<file path="config.mk">
export PLATFORM = sky130hd
export DESIGN_NAME = ps2_scan_decoder_flat
export DESIGN_NICKNAME = d
export VERILOG_FILES = /design/src/rtl/ps2_scan_decoder_if.sv /design/src/rtl/ps2_scan_decoder.sv /design/src/flat_wrapper.sv
export SDC_FILE = /design/constraint.sdc
export NUM_CORES = 1
export LEC_CHECK = 0
export ABC_AREA = 1
export ABC_CLOCK_PERIOD_IN_PS = 3400
export CORE_ASPECT_RATIO = 1.75
export CORE_MARGIN = 10
export CORE_UTILIZATION = 53
export DETAILED_ROUTE_END_ITERATION = 6
export PLACE_DENSITY_LB_ADDON = 0.05
export RECOVER_POWER = 50
export REMOVE_ABC_BUFFERS = 1
export SLEW_MARGIN = 20
export SYNTH_ARGS = -nofsm -noshare
export SYNTH_HDL_FRONTEND = slang
export SYNTH_SLANG_ARGS = --single-unit
</file>
<file path="constraint.sdc">
create_clock -name CLOCK_50 -period 3.4 [get_ports CLOCK_50]
set_clock_uncertainty 0.1 [all_clocks]
set_input_delay 1.02 -clock CLOCK_50 [delete_from_list [all_inputs] [get_ports CLOCK_50]]
set_output_delay 1.02 -clock CLOCK_50 [all_outputs]
set_load 0.05 [all_outputs]
</file>
<file path="src/rtl/ps2_scan_decoder_if.sv">
// Decoded keyboard event bus: the decoder drives it, the cursor FSM consumes it.
interface ps2_scan_decoder_if;
  logic [7:0] scan_code;
  logic       extended;
  logic       done_tick;
  logic       break_tick;
  logic       frame_err;

  modport master (output scan_code, extended, done_tick, break_tick, frame_err);
  modport slave  (input  scan_code, extended, done_tick, break_tick, frame_err);
endinterface

</file>
<file path="src/rtl/ps2_scan_decoder.sv">
// PS/2 device-to-host receiver: pin conditioning, 11-bit deframing, and E0/F0
// prefix stripping so that only completed make codes raise done_tick.
module ps2_scan_decoder #(
  parameter int FILTER_LEN     = 8,
  parameter int TIMEOUT_CYCLES = 50000
) (
  input  logic               CLOCK_50,
  input  logic               resetn,
  input  logic               ps2c,
  input  logic               ps2d,
  ps2_scan_decoder_if.master kb
);
  localparam int TW = $clog2(TIMEOUT_CYCLES + 1);

  localparam logic [1:0] ST_IDLE   = 2'd0;
  localparam logic [1:0] ST_DATA   = 2'd1;
  localparam logic [1:0] ST_PARITY = 2'd2;
  localparam logic [1:0] ST_STOP   = 2'd3;

  logic                  ps2c_p0, ps2c_p1, ps2d_p0, ps2d_p1;
  logic [FILTER_LEN-1:0] filt_sr;
  logic                  filt_lvl;
  logic                  fall;
  logic [1:0]            state;
  logic [2:0]            bit_cnt;
  logic [7:0]            shift;
  logic                  par_bit;
  logic [TW-1:0]         tmo_cnt;
  logic                  tmo_hit;
  logic                  byte_ok_p2, frame_err_p2;
  logic                  ext_pend, brk_pend;
  logic [7:0]            scan_code_p3;
  logic                  extended_p3, done_p3, break_p3;

  function automatic logic odd_parity_ok(input logic [7:0] d, input logic p);
    return ^{d, p};
  endfunction

  // Stage 0/1: two-flop synchronisers and the ps2c level filter
  always_ff @(posedge CLOCK_50 or negedge resetn) begin
    if (!resetn) begin
      ps2c_p0  <= 1'b1;
      ps2c_p1  <= 1'b1;
      ps2d_p0  <= 1'b1;
      ps2d_p1  <= 1'b1;
      filt_sr  <= '1;
      filt_lvl <= 1'b1;
    end else begin
      ps2c_p0 <= ps2c;
      ps2c_p1 <= ps2c_p0;
      ps2d_p0 <= ps2d;
      ps2d_p1 <= ps2d_p0;
      filt_sr <= {filt_sr[FILTER_LEN-2:0], ps2c_p1};
      if (filt_sr == '0)
        filt_lvl <= 1'b0;
      else if (&filt_sr)
        filt_lvl <= 1'b1;
    end
  end

  // The filtered level drops the cycle after this, so the strobe lasts one cycle.
  assign fall    = filt_lvl && (filt_sr == '0);
  assign tmo_hit = (state != ST_IDLE) && (tmo_cnt == TW'(TIMEOUT_CYCLES));

  // Stage 2: frame FSM and inter-edge timeout
  always_ff @(posedge CLOCK_50 or negedge resetn) begin
    if (!resetn) begin
      state        <= ST_IDLE;
      bit_cnt      <= 3'd0;
      shift        <= 8'd0;
      par_bit      <= 1'b0;
      tmo_cnt      <= '0;
      byte_ok_p2   <= 1'b0;
      frame_err_p2 <= 1'b0;
    end else begin
      byte_ok_p2   <= 1'b0;
      frame_err_p2 <= 1'b0;
      if (state == ST_IDLE || fall)
        tmo_cnt <= '0;
      else if (!tmo_hit)
        tmo_cnt <= tmo_cnt + TW'(1);

      if (tmo_hit) begin
        state        <= ST_IDLE;
        frame_err_p2 <= 1'b1;
      end else if (fall) begin
        case (state)
          ST_IDLE: begin
            if (!ps2d_p1) begin
              state   <= ST_DATA;
              bit_cnt <= 3'd0;
            end
          end
          ST_DATA: begin
            shift   <= {ps2d_p1, shift[7:1]};
            bit_cnt <= bit_cnt + 3'd1;
            if (bit_cnt == 3'd7)
              state <= ST_PARITY;
          end
          ST_PARITY: begin
            par_bit <= ps2d_p1;
            state   <= ST_STOP;
          end
          default: begin
            state <= ST_IDLE;
            if (ps2d_p1 && odd_parity_ok(shift, par_bit))
              byte_ok_p2 <= 1'b1;
            else
              frame_err_p2 <= 1'b1;
          end
        endcase
      end
    end
  end

  // Stage 3: prefix layer; shift stays stable here because a new frame needs
  // at least two more falls before it touches the data register.
  always_ff @(posedge CLOCK_50 or negedge resetn) begin
    if (!resetn) begin
      ext_pend     <= 1'b0;
      brk_pend     <= 1'b0;
      scan_code_p3 <= 8'd0;
      extended_p3  <= 1'b0;
      done_p3      <= 1'b0;
      break_p3     <= 1'b0;
    end else begin
      done_p3  <= 1'b0;
      break_p3 <= 1'b0;
      if (frame_err_p2) begin
        ext_pend <= 1'b0;
        brk_pend <= 1'b0;
      end else if (byte_ok_p2) begin
        if (shift == 8'hE0) begin
          ext_pend <= 1'b1;
        end else if (shift == 8'hF0) begin
          brk_pend <= 1'b1;
        end else begin
          scan_code_p3 <= shift;
          extended_p3  <= ext_pend;
          if (brk_pend)
            break_p3 <= 1'b1;
          else
            done_p3 <= 1'b1;
          ext_pend <= 1'b0;
          brk_pend <= 1'b0;
        end
      end
    end
  end

  assign kb.scan_code  = scan_code_p3;
  assign kb.extended   = extended_p3;
  assign kb.done_tick  = done_p3;
  assign kb.break_tick = break_p3;
  assign kb.frame_err  = frame_err_p2;
endmodule
</file>
<file path="src/flat_wrapper.sv">
// flat-port wrapper written by rule: the top's interface ports become plain ports
module ps2_scan_decoder_flat 
#(
  parameter int FILTER_LEN     = 8,
  parameter int TIMEOUT_CYCLES = 50000
)
  (CLOCK_50, resetn, ps2c, ps2d, kb_scan_code, kb_extended, kb_done_tick, kb_break_tick, kb_frame_err);
  ps2_scan_decoder_if kb_i ();
  input  logic CLOCK_50;
  input  logic resetn;
  input  logic ps2c;
  input  logic ps2d;
  output wire logic [$bits(kb_i.scan_code)-1:0] kb_scan_code;
  output wire logic [$bits(kb_i.extended)-1:0] kb_extended;
  output wire logic [$bits(kb_i.done_tick)-1:0] kb_done_tick;
  output wire logic [$bits(kb_i.break_tick)-1:0] kb_break_tick;
  output wire logic [$bits(kb_i.frame_err)-1:0] kb_frame_err;
  assign kb_scan_code = kb_i.scan_code;
  assign kb_extended = kb_i.extended;
  assign kb_done_tick = kb_i.done_tick;
  assign kb_break_tick = kb_i.break_tick;
  assign kb_frame_err = kb_i.frame_err;
  ps2_scan_decoder #(.FILTER_LEN(FILTER_LEN), .TIMEOUT_CYCLES(TIMEOUT_CYCLES)) u_core (.CLOCK_50(CLOCK_50), .resetn(resetn), .ps2c(ps2c), .ps2d(ps2d), .kb(kb_i));
endmodule
</file>
**After elaboration in Yosys (flattened, before gate mapping)**

Cells that the tools add are included.

- Bits in registers: 58
- Input bits: 4
- Output and inout port bits: 12
- Logic and storage cells: 95

- $add $sub $neg: 2
- Eq/ne operators: 12
- Muxes and demuxes: 37
- Bitwise operators: 4
- Reduce and logical (&&, ||, !) cells: 21

Operators with widths:

| cell | count |
|---|---|
| 16-bit 2-to-1 mux | 2 |
| 1-bit 2-to-1 mux | 28 |
| 16-bit by 1-bit adder with 16-bit output, second input constant | 1 |
| 16-bit == test, second input constant | 1 |
| 8-bit == test, second input constant | 2 |
| 2-bit nonzero test | 5 |
| 3-bit AND reduction | 3 |
| 9-bit parity | 1 |
| 8-bit logical NOT | 1 |
| 2-bit 2-to-1 mux | 4 |
| 4-bit AND reduction | 2 |
| 8-bit AND reduction | 1 |
| 3-bit by 1-bit != test with 1-bit output, second input constant | 2 |
| 2-bit case mux with 3 select lines | 1 |
| 3-bit case mux with 2 select lines | 1 |
| 2-bit != test, second input constant | 2 |
| 1-bit inverter | 4 |
| 2-bit AND reduction | 2 |
| 3-bit by 1-bit adder with 3-bit output, second input constant | 1 |
| 3-bit == test, second input constant | 1 |
| 1-bit logical AND | 3 |
| 3-bit 2-to-1 mux | 1 |
| 3-bit != test, second input constant | 1 |
| 3-bit OR reduction | 1 |
| other kinds (5) | 5 |

**Depth between registers and ports, before layout**

- Depth after elaboration: 6
- Mapped depth: 11
- Gate-level depth less buffers: 11

**Worst setup path after synthesis**

No wires, ideal clock.

- Path type: register -> output
- Start: register u_core.frame_err_p2, in the netlist u_core.kb.frame_err
- End: output kb_frame_err
- Data arrival time: 0.629 ns
- Data required time: 2.280 ns
- Setup slack: 1.651 ns
- Stages on the path, launching flop included: 1
- Path buffers: 0
- Cell sequence: dfrtp_1

RTL lines:

| element | RTL line | RTL |
|---|---|---|
| start: declaration | ps2_scan_decoder.sv:30 | `logic byte_ok_p2, frame_err_p2;` |
| start signal: assignment | ps2_scan_decoder.sv:74 | `frame_err_p2 <= 1'b0;` |
| start signal: assignment | ps2_scan_decoder.sv:77 | `frame_err_p2 <= 1'b0;` |
| start signal: assignment | ps2_scan_decoder.sv:85 | `frame_err_p2 <= 1'b1;` |
| end: declaration | flat_wrapper.sv:17 | `output wire logic [$bits(kb_i.frame_err)-1:0] kb_frame_err;` |

No word-level cell between the ends.

**Worst setup path after layout**

- Start: register u_core.frame_err_p2, in the netlist u_core.kb.frame_err
- End: output kb_frame_err

No word-level cell between the ends.

==> results.md <==
- Status: finished with violations
- Failing checks: capacitance limit, slew limit
- Dpl cells: 382
- Initial drt markers: 103
- Min-delay src: u_core.ps2c_p0
- Area growth syn-to-layout: 14.9%
- CP Data Required Time: 2.28 ns
- Share of the synthesized area in the top cell type: 0.412
- Slowest cell on the critical path: clkdlybuf4s50_1
- Max-slew violation count: 30
- Number of synthesized register bits: 58
- Seq/Total Area, Yosys: 0.538
- Share of cells above drive strength 1: 0.102
- Final Cycle Share: 0.780
- Clock latency on the worst-skew pair: 0.33 ns
- Post-CTS Setup Bufs: 0
- LEAKAGE: 1.44 nW
- Final net count: 351
- Hold Path Stages: 0
- Reg2Reg Capture Point: u_core.tmo_cnt[12]
- Peak VDD IR: 0.404 mV
- Synth top cells by count: nand2_1, inv_1, dfrtp_1
- Path type of the worst setup path: reg2out
- Fmax: 377 MHz
- Reg2Reg Depth: 8
- WP buf/inv: 1
- Post-DP HPWL: 3.93 mm
- Clock share of power: 0.501
- Async SR Flop Fraction: 1.00
- Post-Synthesis Cells: 315
- Hold Buf Count CTS: 0
- Final GP Congestion: 0.791
- Ant. Diodes: 0
- # IOs: 16
- Maximum capacitance violations: 1
- Comb power frac: 0.019
- Crit path max-delay family: buffers and inverters
- Setup TNS Final: 0 ns
- Tot Pwr: 1.48 mW
- Final WS setup: 0.749 ns
- Post-synth EDFFs: 0
- Syn Area/Cell: 8.67 um^2
- Routed len/inst: 13.1 um
- Synth area leader: dfrtp_1
- Reg-to-reg setup timing slack: 1.49 ns
- Die width: 74.3 um
- Clk buf depth: 2
- Setup WS pre-CTS: 1.10 ns
- Final Hold Violating Endpoints: 0
- Main area contributors after synthesis: dfrtp_1, dfstp_2, nand2_1
- Input/output buffers: 15
- Synth cell types: 29
- Via count: 2014
- Setup crit start kind: flop
- CTS sink count: 58
- Ys Warns: 0
- Row Count: 34
- Initial antenna violation count: 0
- Reg2reg start: u_core.filt_sr[0]
- Pint: 1.18 mW
- Area after DPL: 2910 um^2
- Hold Path Class: reg2reg
- Post-Route WL: 5.23 mm
- Initial core utilization: 0.549
- Synthesized area: 2730 um^2
- Seq pwr share: 0.479
- Switching Share: 0.201
- Count leader, synth: nand2_1
- First-pass GRT wire length: 9.18 mm
- Die height: 115 um
- GRT Util Overall: 0.138
- Final setup violation count: 0
- Clock Pin Slew Worst Setup and Hold Paths: 0.07 ns
- Core area: 4980 um^2
- Final Non-Filler Cells: 398
- Worst slew pin tran: 1.53 ns
- Slew headroom: -0.0174
- DR pass1 iterations: 4
- Unrepaired setup endpoints after global routing: false
- Hold EP: u_core.ps2c_p1
- Inserted Clock Buffers: 9
- Vias in the first global route: 2155
- Pwr dens: 471 nW/um^2
- Highest cell delay on the worst timing path: 0.82 ns
- Number of remaining DRC errors: 0
- Worst Path Arrival: 1.53 ns
- CTS tree: built
- Fin area: 3140 um^2
- Clk root buf: clkbuf_8
- P_sw: 0.297 mW
- Vias per cell: 5.06
- CP cell instances: clkdlybuf4s50_1
- Main synth FF type: dfrtp_1
- Post-cts sizing count: 0
- GR Overflow Total: 0
- Post-DRT Antenna Nets: 0
- Fill cells: 454
- Pin count of the biggest net entering global routing: 30
- Worst setup EP type: output port
- CP Max Fanout: 4
- Hold slack: 0.259 ns
- Post-layout util: 0.630
- Htree depth: 3
- Overall die area: 8540 um^2
- Minimum clock period: 2.65 ns
-- final cells by class --
cell class	count	area [um^2]	area share
repair buffers	17	155	0.0494
clock inverters	4	72.6	0.0231
flip-flops and latches	58	1470	0.468
well taps	54	67.6	0.0215
inverters	50	188	0.0598
clock buffers	12	165	0.0526
multi-input cells	203	1020	0.326
-- power by group through the flow --
stage          sequential [mW]  clock (mW)  combinational, mW
2_1_floorplan            0.721           0            0.00986
3_3_place_gp             0.722           0             0.0299
3_5_place_dp             0.722           0             0.0309
4_1_cts                  0.710       0.758             0.0312
5_1_grt                  0.710       0.780             0.0335
6_report                 0.709       0.742             0.0283
-- worst max-delay path by stage --
stage                                    from            endpoint  slack, ns  cells after the start
after floorplan           u_core.kb.frame_err        kb_frame_err       1.65                      0
after global placement    u_core.kb.frame_err        kb_frame_err       1.12                      1
after detailed placement  u_core.kb.frame_err        kb_frame_err       1.10                      1
after CTS                 u_core.kb.frame_err        kb_frame_err       0.72                      1
after global routing                   resetn  u_core.kb.extended       0.55                      2
final                     u_core.kb.frame_err        kb_frame_err       0.75                      1
-- sequential cells by signal, summed over array words and instances (netlist names) --
register              flops
u_core.brk_pend           1
u_core.tmo_cnt           16
u_core.kb.done_tick       1
u_core.kb.extended        1
u_core.par_bit            1
u_core.kb.scan_code       8
u_core.shift              8
u_core.ext_pend           1
u_core.ps2d_p0            1
u_core.ps2c_p1            1
u_core.ps2d_p1            1
u_core.byte_ok_p2         1
u_core.kb.break_tick      1
u_core.filt_sr            8
u_core.bit_cnt            3
u_core.kb.frame_err       1
u_core.filt_lvl           1
u_core.state              2
u_core.ps2c_p0            1
-- kinds of logic (layout without fill, tap and decap cells) --
family / count (synthesis) / after routing / share of synthesized area
compound gates: 45 / 45 / 0.0889
xor+xnor: 3 / 3 / 0.00963
fa+ha+maj: 8 / 8 / 0.0367
buf+inv: 54 / 83 / 0.0852
flops: 58 / 58 / 0.538
simple gates: 147 / 147 / 0.242
-- per-layer routing --
metal | vias to the layer above | wire length, um | track usage
met2 | 29 | 2920 | 0.259
met3 | 13 | 217 | 0.0388
met4 | 0 | 138 | 0.0711
li1 | 1044 | - | -
met1 | 928 | 1960 | 0.127
met5 | - | 0 | 0
-- cells in the final DEF, fill, tap and decap left out, drive strengths merged, types with 5 or more instances in the layout --
cell type      Yosys  routed
nand3             17      17
nand2             77      77
inv               50      50
dfstp             13      13
nor3               8       8
nand4              5       5
clkbuf             0      14
a21oi             10      10
o21ai             31      31
nor2              36      36
clkdlybuf4s50      0      12
ha                 8       8
dfrtp             45      45
Power figures use the tool's default switching activity.
